===== src/rtl/chimera_pkg.sv =====
// Register map constants, reg-interface structs and the byte-strobe merge helper
// shared by the hart interrupt generator.
package chimera_pkg;

    localparam int unsigned DefAddrWidth = 16;

    localparam logic [31:0] MsipOffset     = 32'h0000_0000;
    localparam logic [31:0] MtimecmpOffset = 32'h0000_4000;
    localparam logic [31:0] MtimeOffset    = 32'h0000_BFF8;

    typedef struct packed {
        logic [DefAddrWidth-1:0] addr;
        logic                    write;
        logic [31:0]             wdata;
        logic [3:0]              wstrb;
        logic                    valid;
    } chimera_reg_req_t;

    typedef struct packed {
        logic [31:0] rdata;
        logic        error;
        logic        ready;
    } chimera_reg_rsp_t;

    function automatic logic [31:0] apply_wstrb(input logic [31:0] old,
                                                input logic [31:0] wdata,
                                                input logic [3:0]  wstrb);
        logic [31:0] res;
        res = old;
        for (int b = 0; b < 4; b++) begin
            if (wstrb[b]) res[8*b +: 8] = wdata[8*b +: 8];
        end
        return res;
    endfunction

endpackage


===== src/rtl/chimera_hart_timer_cmp.sv =====
// One hart's 64-bit mtimecmp register with byte-strobed word writes and a
// registered mtime >= mtimecmp compare driving that hart's timer interrupt.
module chimera_hart_timer_cmp
    import chimera_pkg::*;
(
    input  logic        clk,
    input  logic        rst,
    input  logic        we_lo,
    input  logic        we_hi,
    input  logic [31:0] wdata,
    input  logic [3:0]  wstrb,
    input  logic [63:0] mtime,
    output logic [63:0] mtimecmp,
    output logic        mtip
);

    // The compare uses the registered mtime/mtimecmp, so a write or tick at
    // edge k shows on mtip at edge k+1.
    always_ff @(posedge clk) begin
        if (rst) begin
            mtimecmp <= '1;
            mtip     <= 1'b0;
        end else begin
            if (we_lo) mtimecmp[31:0]  <= apply_wstrb(mtimecmp[31:0], wdata, wstrb);
            if (we_hi) mtimecmp[63:32] <= apply_wstrb(mtimecmp[63:32], wdata, wstrb);
            mtip <= (mtime >= mtimecmp);
        end
    end

endmodule


===== src/rtl/chimera_hart_irq_gen.sv =====
// CLINT-style msip/mtip generator for all cluster harts: register port FSM,
// address decode, the mtime counter and the per-hart MSIP bits.
module chimera_hart_irq_gen
    import chimera_pkg::*;
#(
    parameter int unsigned NumHarts  = 16,
    parameter int unsigned AddrWidth = 16,
    parameter type reg_req_t = chimera_reg_req_t,
    parameter type reg_rsp_t = chimera_reg_rsp_t
) (
    input  logic                soc_clk_i,
    input  logic                rst_i,
    input  logic                rtc_tick_i,
    input  reg_req_t            reg_req_i,
    output reg_rsp_t            reg_rsp_o,
    output logic [NumHarts-1:0] msip_o,
    output logic [NumHarts-1:0] mtip_o,
    output logic [0:0]          fsm_state_o
);

    localparam int unsigned HartIdxW = (NumHarts > 1) ? $clog2(NumHarts) : 1;

    localparam logic [0:0] IDLE = 1'b0;
    localparam logic [0:0] RESP = 1'b1;

    logic [0:0]          state;
    logic [31:0]         rsp_rdata;
    logic                rsp_error;
    logic [63:0]         mtime_q;
    logic [NumHarts-1:0] msip_q;
    logic [63:0]         cmp_val [NumHarts];

    logic [31:0]         off;
    logic                sel_msip, sel_cmp, sel_mtime, dec_err, hi_word;
    logic [HartIdxW-1:0] h_msip, h_cmp;
    logic [31:0]         rdata_nxt;
    logic                accept, do_write;
    logic                msip_we, mtime_we_lo, mtime_we_hi;

    // Handshake: a request is taken in IDLE when valid=1 (writes commit and
    // read data is captured at that edge); the following RESP cycle shows
    // ready=1 with the registered rdata/error, then the FSM returns to IDLE.
    // The requester holds valid until it sees ready and then drops it.
    always_comb begin
        off       = 32'(reg_req_i.addr[AddrWidth-1:0]) & 32'hFFFF_FFFC;
        sel_msip  = (off - MsipOffset) < 32'(4 * NumHarts);
        sel_cmp   = (off >= MtimecmpOffset) && ((off - MtimecmpOffset) < 32'(8 * NumHarts));
        sel_mtime = (off[31:3] == MtimeOffset[31:3]);
        dec_err   = !(sel_msip || sel_cmp || sel_mtime);
        hi_word   = off[2];
        h_msip    = HartIdxW'((off - MsipOffset) >> 2);
        h_cmp     = HartIdxW'((off - MtimecmpOffset) >> 3);

        rdata_nxt = '0;
        if (sel_msip) begin
            rdata_nxt = {31'b0, msip_q[h_msip]};
        end else if (sel_cmp) begin
            rdata_nxt = hi_word ? cmp_val[h_cmp][63:32] : cmp_val[h_cmp][31:0];
        end else if (sel_mtime) begin
            rdata_nxt = hi_word ? mtime_q[63:32] : mtime_q[31:0];
        end
    end

    assign accept      = (state == IDLE) && reg_req_i.valid;
    assign do_write    = accept && reg_req_i.write && !dec_err;
    assign msip_we     = do_write && sel_msip;
    assign mtime_we_lo = do_write && sel_mtime && !hi_word;
    assign mtime_we_hi = do_write && sel_mtime && hi_word;

    always_ff @(posedge soc_clk_i) begin
        if (rst_i) begin
            state     <= IDLE;
            rsp_rdata <= '0;
            rsp_error <= 1'b0;
        end else begin
            case (state)
                IDLE: begin
                    if (reg_req_i.valid) begin
                        state     <= RESP;
                        rsp_rdata <= rdata_nxt;
                        rsp_error <= dec_err;
                    end
                end
                RESP: begin
                    state     <= IDLE;
                    rsp_rdata <= '0;
                    rsp_error <= 1'b0;
                end
                default: state <= IDLE;
            endcase
        end
    end

    // A register write beats a same-cycle tick; the unwritten half keeps its value.
    always_ff @(posedge soc_clk_i) begin
        if (rst_i) begin
            mtime_q <= '0;
        end else if (mtime_we_lo || mtime_we_hi) begin
            if (mtime_we_lo) mtime_q[31:0]  <= apply_wstrb(mtime_q[31:0], reg_req_i.wdata, reg_req_i.wstrb);
            if (mtime_we_hi) mtime_q[63:32] <= apply_wstrb(mtime_q[63:32], reg_req_i.wdata, reg_req_i.wstrb);
        end else if (rtc_tick_i) begin
            mtime_q <= mtime_q + 64'd1;
        end
    end

    always_ff @(posedge soc_clk_i) begin
        if (rst_i) begin
            msip_q <= '0;
        end else if (msip_we && reg_req_i.wstrb[0]) begin
            msip_q[h_msip] <= reg_req_i.wdata[0];
        end
    end

    for (genvar h = 0; h < NumHarts; h++) begin : g_hart
        chimera_hart_timer_cmp u_cmp (
            .clk      (soc_clk_i),
            .rst      (rst_i),
            .we_lo    (do_write && sel_cmp && !hi_word && (h_cmp == HartIdxW'(h))),
            .we_hi    (do_write && sel_cmp && hi_word && (h_cmp == HartIdxW'(h))),
            .wdata    (reg_req_i.wdata),
            .wstrb    (reg_req_i.wstrb),
            .mtime    (mtime_q),
            .mtimecmp (cmp_val[h]),
            .mtip     (mtip_o[h])
        );
    end

    always_comb begin
        reg_rsp_o       = '0;
        reg_rsp_o.rdata = rsp_rdata;
        reg_rsp_o.error = rsp_error;
        reg_rsp_o.ready = (state == RESP);
    end

    assign msip_o      = msip_q;
    assign fsm_state_o = state;

endmodule

===== config.mk =====
export PLATFORM = sky130hd
export DESIGN_NAME = chimera_hart_irq_gen
export DESIGN_NICKNAME = d
export VERILOG_FILES = /design/src/rtl/chimera_pkg.sv /design/src/rtl/chimera_hart_timer_cmp.sv /design/src/rtl/chimera_hart_irq_gen.sv
export SDC_FILE = /design/constraint.sdc
export NUM_CORES = 2
export LEC_CHECK = 0
export ABC_AREA = 1
export CAP_MARGIN = 5
export CORE_MARGIN = 2
export CORE_UTILIZATION = 45
export CTS_CLUSTER_DIAMETER = 80
export CTS_CLUSTER_SIZE = 12
export DETAILED_ROUTE_END_ITERATION = 10
export SYNTH_ARGS = -nofsm -noshare
export SYNTH_HDL_FRONTEND = slang
export SYNTH_SLANG_ARGS = --single-unit

===== constraint.sdc =====
create_clock -name soc_clk_i -period 3.1 [get_ports soc_clk_i]
set_input_delay 0.93 -clock soc_clk_i [delete_from_list [all_inputs] [get_ports soc_clk_i]]
set_output_delay 0.93 -clock soc_clk_i [all_outputs]
set_load 0.02 [all_outputs]

==> flow_summary.ini <==
[sta]
timing.hold.ws_ns = 0.455
rsz0062_at_grt = no
worst_slew_pin_slew_ns = 1.06
finClkSkew_ns = 0.0408
post-route-period-util_pct = 98.4
max_freq_ghz = 0.328
slew_headroom_pct = 28.7
setup_tns_ns = 0
setup_violations = 0
slew_violations = 0
hold_viol = 0
fin_crit_ns = 3.05

[grt]
grt_pass1_vias = 82743
grt_use_met3_pct = 7.20
grt_max_degree = 160
grt_usage_pct = 37.4
grt_first_pass_wirelength_mm = 523
grt-busiest-layer = met2
use_met2_pct = 56.8
antenna_found_initial = 14
met1_usage_pct = 49.3
grt-ovfl-total = 0

[cts]
h-tree-depth = 3
cts_root_buf = clkbuf_16
cts.sinks = 1154
clockBufferDepth = 3
clk_latency_ns = 0.81
cts_made_buffers = 117
hold_buffers = 0
clk_pin_slew_ns = 0.06
cts_tree = done

[synthesis]
syn_area_sq_um = 82200
ys.warnings.count = 0
async_reset_ff_share_pct = 0
synth_cell_types = 43
syn_nets = 13695
ys_ff_latch = 1154
yosys.area.top_type = dfxtp_1
seq_area_frac_synth_pct = 28.1
yosys-top-cells-area = dfxtp_1 (28%), ha_1 (16%), nand2_1 (15%)
synth_edf_count = 0
synthFlopType = dfxtp_1
synth.avg_cell_area_sq_um = 6.52
synth_top_cell_area_share_pct = 28.1
synthCells = 12613

[critical_path]
cpPeakStageDelay_ns = 0.85
critPathBufInv = 1
cp_max_fo = 2
critical_path_class = reg2out
cp.arrival_ns = 2.12
crit_path_end_kind = output pin
critPathSlowestCell = clkdlybuf4s50_1
start_kind = register
cp_top_family = buffers and inverters
cp_cell_sequence = clkdlybuf4s50_1
worstPathRequired_ns = 2.17

[floorplan]
die-area_sq_um = 186000
ios = 124
core_sq_um = 181000
die_height_um = 431
chipWidth_um = 431
num_rows = 156
initial_core_util_pct = 45.4

[power_and_ir_drop]
vdd_drop_max_uv = 430
total_power_w = 0.0334
leakagePower_nw = 57.1
powerDensity_nw_per_um2 = 351

[hold_path]
hp-class = reg2reg

[drt]
ant_nets = 0
drt-vias-per-instance = 5.74
drc_errors = 0
drtPass1Iterations = 6
routedWlPerCell_um = 23.3
drt-initial-drc-count = 9715
vias = 88147
wirelength_mm = 358

[placed_design]
dp_hpwl_mm = 266
place_congestion = 1.05
dp.cells = 15189
io_buffers = 121
post_dp_cell_area_sq_um = 91600

[finish]
drive_above_1_share_pct = 8.79
nets = 14020
fin_cells = 15360
final_common_cell = nand2_1
areaGrowthSynthToFinish_pct = 15.6
layout.cells.most_common_list = nand2_1 (3263), nand3_1 (2204), inv_1 (1339)
fill_cells = 18118
fin_area_sq_um = 95100

[job]
max-cap-violations = 0

[outcome]
status = finished clean
-- metal layers --
metal | part of all wire, % | routed length, um
met1 | 42 | 149000
met2 | 42 | 151000
met3 | 9.8 | 35000
met4 | 6.5 | 23100
met5 | 0.016 | 57
-- flip-flops by register name, summed over array words and instances (netlist names) --
| name | count |
|---|---|
| g_hart.u_cmp.mtimecmp | 1024 |
| mtime_q | 64 |
| rsp_rdata | 32 |
| g_hart.u_cmp.mtip | 16 |
| msip_o | 16 |
| fsm_state_o | 1 |
| rsp_error | 1 |
-- synth_stat cells (all sizes together), types with 6 or more instances --
cell type,instances
nor3,67
nand3,2206
buf,320
a21oi,876
xor2,34
o21bai,6
nor3b,16
nor2,1071
ha,1025
dfxtp,1154
inv,1348
clkbuf,389
nor4,19
and3,16
nand2,3351
nand4,105
o22ai,32
a22oi,31
o21ai,461
o21a,74
-- power breakdown --
part           switching (W)  total, W  internal, W
registers          0.0000768    0.0150       0.0149
clock network        0.00666    0.0141      0.00744
logic                0.00309   0.00431      0.00122
-- metrics by stage --
step | utilization, % | worst slack (ns)
floorplan | - | 0.491
global placement | 50.6 | -0.375
detailed placement | 50.6 | -0.419
CTS | 52.5 | 0.0209
global route | 52.5 | 0.00604
finish | 52.5 | 0.0495
-- logic make-up (layout without fill, tap and decap cells) --
group | Yosys count | count (layout) | synth area share, %
AO/OA/AOI/OAI | 1482 | 1482 | 9.43
XOR/XNOR | 38 | 38 | 0.405
adder cells (fa/ha/maj) | 1025 | 1025 | 15.6
buffers and inverters | 2060 | 2434 | 10.4
flip-flops | 1154 | 1154 | 28.1
other | 0 | 3 | 0
AND/OR/NAND/NOR | 6854 | 6854 | 36.1
-- final timing paths --
check | startpoint | end | slack [ns] | depth (start not counted)
hold reg to reg | g_hart[7].u_cmp.mtimecmp[30]$_SDFFE_PP1P_ | g_hart[7].u_cmp.mtimecmp[30]$_SDFFE_PP1P_ | 0.46 | 2
setup reg to reg | mtime_q[26]$_SDFFE_PP0P_ | mtime_q[36]$_SDFFE_PP0P_ | 0.09 | 11
setup / recovery | rsp_rdata[16]$_SDFFE_PP0P_ | reg_rsp_o[18] | 0.05 | 1
hold / removal | g_hart[7].u_cmp.mtimecmp[30]$_SDFFE_PP1P_ | g_hart[7].u_cmp.mtimecmp[30]$_SDFFE_PP1P_ | 0.46 | 2
-- repair_timing --
| item | in CTS | in global routing |
|---|---|---|
| gates resized for setup | 0 | 1 |
| hold endpoints to repair | 0 | 0 |
| buffers inserted | 0 | 0 |
| setup endpoints to repair | 0 | 2 |
-- final cells by class --
type	count	area (sq um)	share of cell area (%)
Multi-Input combinational cell	9399	50700	53.3
Sequential cell	1154	23100	24.3
Timing Repair Buffer	915	9730	10.2
Inverter	1351	5090	5.35
Clock buffer	140	3190	3.36
Tap cell	2370	2970	3.12
Clock inverter	28	280	0.295
Antenna cell	3	7.51	0.00790
No activity file was read; power rests on OpenSTA's default activity.
